--- config.mk ---
export PLATFORM = sky130hd
export DESIGN_NAME = rr_bus_arbiter8
export DESIGN_NICKNAME = d
export VERILOG_FILES = /design/src/rtl/arb_pkg.sv /design/src/rtl/mux8to1_32.sv /design/src/rtl/rr_pick8.sv /design/src/rtl/rr_bus_arbiter8.sv
export SDC_FILE = /design/constraint.sdc
export NUM_CORES = 1
export LEC_CHECK = 0
export ABC_AREA = 1
export BUFFER_PORTS_ARGS = -buffer_cell sky130_fd_sc_hd__buf_2
export CORE_ASPECT_RATIO = 0.5
export CORE_MARGIN = 8
export CORE_UTILIZATION = 30
export DETAILED_ROUTE_END_ITERATION = 10
export PLACE_DENSITY_LB_ADDON = 0.12
export SLEW_MARGIN = 20
export SYNTH_ARGS = -nofsm -noshare
export SYNTH_HDL_FRONTEND = slang
export SYNTH_SLANG_ARGS = --single-unit
--- constraint.sdc ---
create_clock -name clk -period 2.71 [get_ports clk]
set_clock_uncertainty 0.05 [all_clocks]
set_input_delay 0.4065 -clock clk [delete_from_list [all_inputs] [get_ports clk]]
set_output_delay 0.4065 -clock clk [all_outputs]
set_load 0.005 [all_outputs]
--- src/rtl/arb_pkg.sv ---
// Shared constants and state encoding for the 8-way round-robin bus arbiter.
package arb_pkg;

    localparam int unsigned N_REQ = 8;
    localparam int unsigned SELW  = 3;
    localparam int unsigned CNTW  = 4;

    typedef enum logic {
        ST_IDLE = 1'b0,
        ST_BUSY = 1'b1
    } arb_state_e;

endpackage

--- src/rtl/mux8to1_32.sv ---
// Plain 8:1 multiplexer for 32-bit data words.
module mux8to1_32 (
    input  logic [31:0] x0,
    input  logic [31:0] x1,
    input  logic [31:0] x2,
    input  logic [31:0] x3,
    input  logic [31:0] x4,
    input  logic [31:0] x5,
    input  logic [31:0] x6,
    input  logic [31:0] x7,
    input  logic [2:0]  sel,
    output logic [31:0] y
);

    always_comb begin
        y = '0;
        unique case (sel)
            3'd0: y = x0;
            3'd1: y = x1;
            3'd2: y = x2;
            3'd3: y = x3;
            3'd4: y = x4;
            3'd5: y = x5;
            3'd6: y = x6;
            3'd7: y = x7;
            default: y = '0;
        endcase
    end

endmodule

--- src/rtl/rr_pick8.sv ---
// Rotating-priority encoder: first set request found scanning ptr, ptr+1, ... mod 8.
module rr_pick8
    import arb_pkg::*;
(
    input  logic [N_REQ-1:0] req,
    input  logic [SELW-1:0]  ptr,
    output logic             found,
    output logic [SELW-1:0]  idx
);

    logic [SELW-1:0] cand;

    // Scan from the farthest offset down so the nearest hit to ptr is written last.
    always_comb begin
        found = 1'b0;
        idx   = '0;
        cand  = '0;
        for (int k = N_REQ - 1; k >= 0; k--) begin
            cand = ptr + SELW'(k);
            if (req[cand]) begin
                found = 1'b1;
                idx   = cand;
            end
        end
    end

endmodule

--- src/rtl/rr_bus_arbiter8.sv ---
// Round-robin arbiter sharing one 32-bit datapath between 8 requesters; grants held per burst.
module rr_bus_arbiter8
    import arb_pkg::*;
#(
    parameter int unsigned DW       = 32,
    parameter int unsigned MAX_HOLD = 4
) (
    input  logic             clk,
    input  logic             rst_n,
    input  logic [N_REQ-1:0] req,
    input  logic [N_REQ-1:0] last,
    input  logic [DW-1:0]    x0,
    input  logic [DW-1:0]    x1,
    input  logic [DW-1:0]    x2,
    input  logic [DW-1:0]    x3,
    input  logic [DW-1:0]    x4,
    input  logic [DW-1:0]    x5,
    input  logic [DW-1:0]    x6,
    input  logic [DW-1:0]    x7,
    input  logic             o_ready,
    output logic [N_REQ-1:0] grant,
    output logic [SELW-1:0]  sel,
    output logic             o_valid,
    output logic [DW-1:0]    o_data,
    output logic             o_last
);

    if (MAX_HOLD == 0 || MAX_HOLD > 15) begin : g_bad_max_hold
        $error("rr_bus_arbiter8: MAX_HOLD must be in 1..15");
    end
    if (DW != 32) begin : g_bad_dw
        $error("rr_bus_arbiter8: DW must be 32 to match the mux instance");
    end

    localparam logic [CNTW-1:0] MaxHoldC = CNTW'(MAX_HOLD);

    arb_state_e       state_q, state_d;
    logic [N_REQ-1:0] grant_q, grant_d;
    logic [SELW-1:0]  sel_q, sel_d;
    logic [SELW-1:0]  ptr_q, ptr_d;
    logic [CNTW-1:0]  cnt_q, cnt_d;

    logic             pick_found;
    logic [SELW-1:0]  pick_idx;
    logic             busy;
    logic             xfer;
    logic [CNTW-1:0]  cnt_inc;

    rr_pick8 u_pick (
        .req   (req),
        .ptr   (ptr_q),
        .found (pick_found),
        .idx   (pick_idx)
    );

    mux8to1_32 u_mux (
        .x0  (x0),
        .x1  (x1),
        .x2  (x2),
        .x3  (x3),
        .x4  (x4),
        .x5  (x5),
        .x6  (x6),
        .x7  (x7),
        .sel (sel_q),
        .y   (o_data)
    );

    assign busy    = (state_q == ST_BUSY);
    assign o_valid = busy & req[sel_q];
    assign o_last  = last[sel_q] & o_valid;
    assign xfer    = o_valid & o_ready;
    assign cnt_inc = cnt_q + 1'b1;

    assign grant = grant_q;
    assign sel   = sel_q;

    always_comb begin
        state_d = state_q;
        grant_d = grant_q;
        sel_d   = sel_q;
        ptr_d   = ptr_q;
        cnt_d   = cnt_q;
        unique case (state_q)
            ST_IDLE: begin
                if (pick_found) begin
                    grant_d           = '0;
                    grant_d[pick_idx] = 1'b1;
                    sel_d             = pick_idx;
                    cnt_d             = '0;
                    state_d           = ST_BUSY;
                end
            end
            ST_BUSY: begin
                // A withdrawn request or a burst-ending transfer both free the bus.
                if (!req[sel_q] || (xfer && (last[sel_q] || cnt_inc == MaxHoldC))) begin
                    grant_d = '0;
                    ptr_d   = sel_q + 1'b1;
                    cnt_d   = '0;
                    state_d = ST_IDLE;
                end else if (xfer) begin
                    cnt_d = cnt_inc;
                end
            end
            default: begin
                state_d = ST_IDLE;
                grant_d = '0;
            end
        endcase
    end

    always_ff @(posedge clk or negedge rst_n) begin
        if (!rst_n) begin
            state_q <= ST_IDLE;
            grant_q <= '0;
            sel_q   <= '0;
            ptr_q   <= '0;
            cnt_q   <= '0;
        end else begin
            state_q <= state_d;
            grant_q <= grant_d;
            sel_q   <= sel_d;
            ptr_q   <= ptr_d;
            cnt_q   <= cnt_d;
        end
    end

endmodule

==> metrics.md <==
| Metric | Value |
|---|---|
| Arrival @ worst endpoint | ~2.2 ns |
| CTS H-Tree Depth | 1 |
| Reg2reg setup slack | approximately 0.33 ns |
| Mapped Area | between 0.003 and 0.004 mm2 |
| Post-Synthesis Net Count | around 850 |
| GRT Residual Overflow | 0 |
| WL final | 19800 um |
| Die Ht | about 93 um |
| Final instance area | around 0.0057 mm2 |
| Post-DRT Antenna Nets | 0 |
| CTS max path bufs | 2 |
| Switching Fraction | 0.5673 |
| Slew Limit Fails | 0 |
| Worst relative slew slack | 0.6113 |
| Post-synthesis xor/xnor area fraction | 0.02165 |
| Largest family of logic cells by synthesized area | simple AND/OR/NAND/NOR gates |
| Final net count | roughly 1200 |
| CTS tree | built |
| Die ar. | between 0.015 and 0.02 mm2 |
| Fin. Hold Viols | 0 |
| Top cells by area, synth | nand3_1 (18%), dfrtp_1 (13%), nand2_1 (9.8%) |
| Worst Max-Slew Pin Slew | between 0.5 and 0.6 ns |
| Lkg Pwr | roughly 3.1 nW |
| Slowest CP cell | dfrtp_2 |
| Hold crit path type | in2async |
| Routed vias | between 5000 and 6000 |
| RSZ-0062 raised after global routing | true |
| Tcrit/Tclk final | 0.9730 |
| Most frequent cells in the layout | buf_2 (319), nand3_1 (128), nand2_1 (92) |
| Async S/R FF share, synth | 1.000 |
| Cts bufs inserted | 3 |
| Synthesized instance count | 567 |
| Vias in the first global route | between 5000 and 6000 |
| Worst endpoint required time | roughly 2.3 ns |
| Register area share after synthesis | 0.1327 |
| Post-DP HPWL | approximately 17000 um |
| Worst VDD drop | roughly 0.50 mV |
| Mux cell area share after synthesis | 0 |
| Clock power share | 0.044 |
| Largest net degree at the start of global routing | 30 |
| DP Area | approximately 0.0054 mm2 |
| #FFs+latches synth | 19 |
| Synthesized area per cell | between 6 and 7 um2 |
| Wire per inst | 18.84 um |
| Crit Path Max Fanout | 17 |
| Top_reg_cell synth | dfrtp_1 |
| # diodes | 0 |
| Most used cell, CP | nand3_1 |
| Leading area contributor after synthesis | nand3_1 |
| Post-synth cell types | 37 |
| Post-route DRC | 0 |
| Final min period | around 2.6 ns |
| Cell Rows | 28 |
| Vias per cell | around 5.2 |
| Worst setup path start | sel[1] |
| DR iter-0 viols | 310 |
| Fmax | between 300 and 400 MHz |
| Placer congestion estimate | approximately 0.96 |
| I/O pin cnt | 320 |
| Synthesis Warnings | 0 |
| First-pass GRT wire length | ~29000 um |
| RR Startpoint | ptr_q[0] |
| GRT Util Overall | 0.2258 |
| Critical path depth | 9 |
| Initial antenna violation count | 1 |
| EDFF count, synth | 0 |
| First-pass DRT Iterations | 6 |
| Core Region | about 0.012 mm2 |
| Total Power | 6.945 mW |
| WP buf/inv | 5 |
| Nature of the critical path startpoint | register |
| CP Cell Sequence | clkinvlp_4 > ha_2 > buf_6 > nor4_4 > buf_4 > clkbuf_4 > nand3_1 > nand3_1 > buf_2 |
| Synth Area in Adders | 0.03492 |
| Register share of total power | 0.071 |
| Final setup viols | 0 |
| NetSw | a little under 4 mW |
| Compound-cell area share of the yosys netlist | 0.2947 |
| Register-to-Register Path Depth | 14 |
| Die X | 170.6 um |
| Reg-to-reg endpoint | cnt_q[0] |
| Yosys top cell area share | 0.1788 |
| Classification of the worst setup path | reg2out |
| Critical path endpoint category | primary output |
| Worst stage delay on the critical path | about 0.40 ns |
| Layout cells sized above 1 | 0.4876 |
| # hold bufs at CTS | 0 |
| Status | finished, final reports clean |
| Cell family with most CP delay | buffers and inverters |
| Synth Area in Simple Gates | 0.3980 |
| Power per cell area | approximately 1200 mW/mm2 |
| Most common cell after layout, fill and taps aside | buf_2 |
| Worst-Skew Late Latency | 0.25 ns |
| Clk slew on worst S/H paths | about 0.05 ns |
| Initial Util | 0.3053 |
| Clock Sinks | 19 |
| PortBufs | around 320 |
| CTS Root Buffer Type | clkbuf_16 |
| Comb pwr share | 0.884 |
| Cell internal pwr | 3.005 mW |
| Max Cap Viol | 0 |
| Synth-to-layout area growth | 58.00% |
| Critical path endpoint | o_data[9] |
## per-stage QoR
| step | util | hold slack (ns) | std cells | setup TNS, ns | setup slack, ns |
|---|---|---|---|---|---|
| 6_report | 0.4824 | 0.04209 | 1051 | 0 | 0.07309 |
| 5_1_grt | 0.4824 | 0.07330 | 1051 | -0.03623 | -0.008832 |
| 4_1_cts | 0.4706 | 0.05159 | 1042 | 0 | 0.003857 |
| 3_5_place_dp | 0.4591 | 0.3255 | 1034 | 0 | 0.1681 |
| 3_3_place_gp | 0.4591 | 0.3222 | 1034 | 0 | 0.2622 |
| 2_1_floorplan | - | 0.06091 | 567 | 0 | 0.1069 |
## kinds of logic (layout without fill, tap and decap cells)
logic type,Yosys count,in the layout
adder cells (fa/ha/maj),10,10
flip-flops,19,19
XOR/XNOR,5,5
AO/OA/AOI/OAI,148,148
buffers and inverters,102,421
AND/OR/NAND/NOR,283,283
## layout make-up
| cell class | count | area (um2) |
|---|---|---|
| inverters | 60 | 241.5 |
| clock buffers | 3 | 75.07 |
| clock inverters | 1 | 5.005 |
| repair buffers | 357 | 1897 |
| well taps | 165 | 206.4 |
| flip-flops and latches | 19 | 476.7 |
| multi-input cells | 446 | 2760 |
| fillers | 1278 | 6075 |
## power by group through the flow
stage / registers, mW / logic [mW] / clock network [mW]
finish: 0.496 / 6.14 / 0.308
global route: 0.513 / 6.82 / 0.326
CTS: 0.503 / 5.90 / 0.314
detailed placement: 0.506 / 5.79 / 0
global placement: 0.499 / 5.74 / 0
floorplan: 0.459 / 3.95 / 0
## worst min path at each step
stage | from | slack [ns] | cells after the start | to
after floorplan | rst_n | 0.06 | 0 | busy
after global placement | rst_n | 0.32 | 1 | grant[2]
after detailed placement | rst_n | 0.33 | 1 | grant[6]
after CTS | rst_n | 0.05 | 1 | grant[6]
after global routing | rst_n | 0.07 | 1 | grant[7]
final | rst_n | 0.04 | 1 | grant[6]
## flip-flops by register name (all words and copies together) (netlist names)
name / count
grant: 8
cnt_q: 4
ptr_q: 3
sel: 3
busy: 1
## layer usage
metal | vias up | GRT usage | part of all wire | routed length, um
met5 | - | 0 | 0.00066 | 13
met4 | 2 | 0.06309 | 0.028 | 548
met2 | 198 | 0.4190 | 0.51 | 10050
li1 | 2682 | - | - | -
met3 | 43 | 0.02774 | 0.060 | 1183
met1 | 2524 | 0.2714 | 0.40 | 8003
## synthesized netlist by cell type, types with 4 or more instances
cell type	count
a21oi_1	40
o21ai_0	36
nand3_1	128
ha_1	10
inv_1	51
nand2_2	16
dfrtp_1	19
buf_1	5
inv_2	7
nand4_1	4
a221oi_1	37
buf_6	4
nand2_1	94
nand3_2	14
nor2_1	15
clkbuf_1	31
a32o_1	27
## what timing repair did
item / CTS / global route
endpoints found under the setup margin: 27 / 32
gates cloned: 0 / 2
hold endpoints to repair: 0 / 0
resized for setup: 6 / 18
pin swaps: 0 / 1
setup buffers: 4 / 7
No activity file was read; power rests on OpenSTA's default activity.
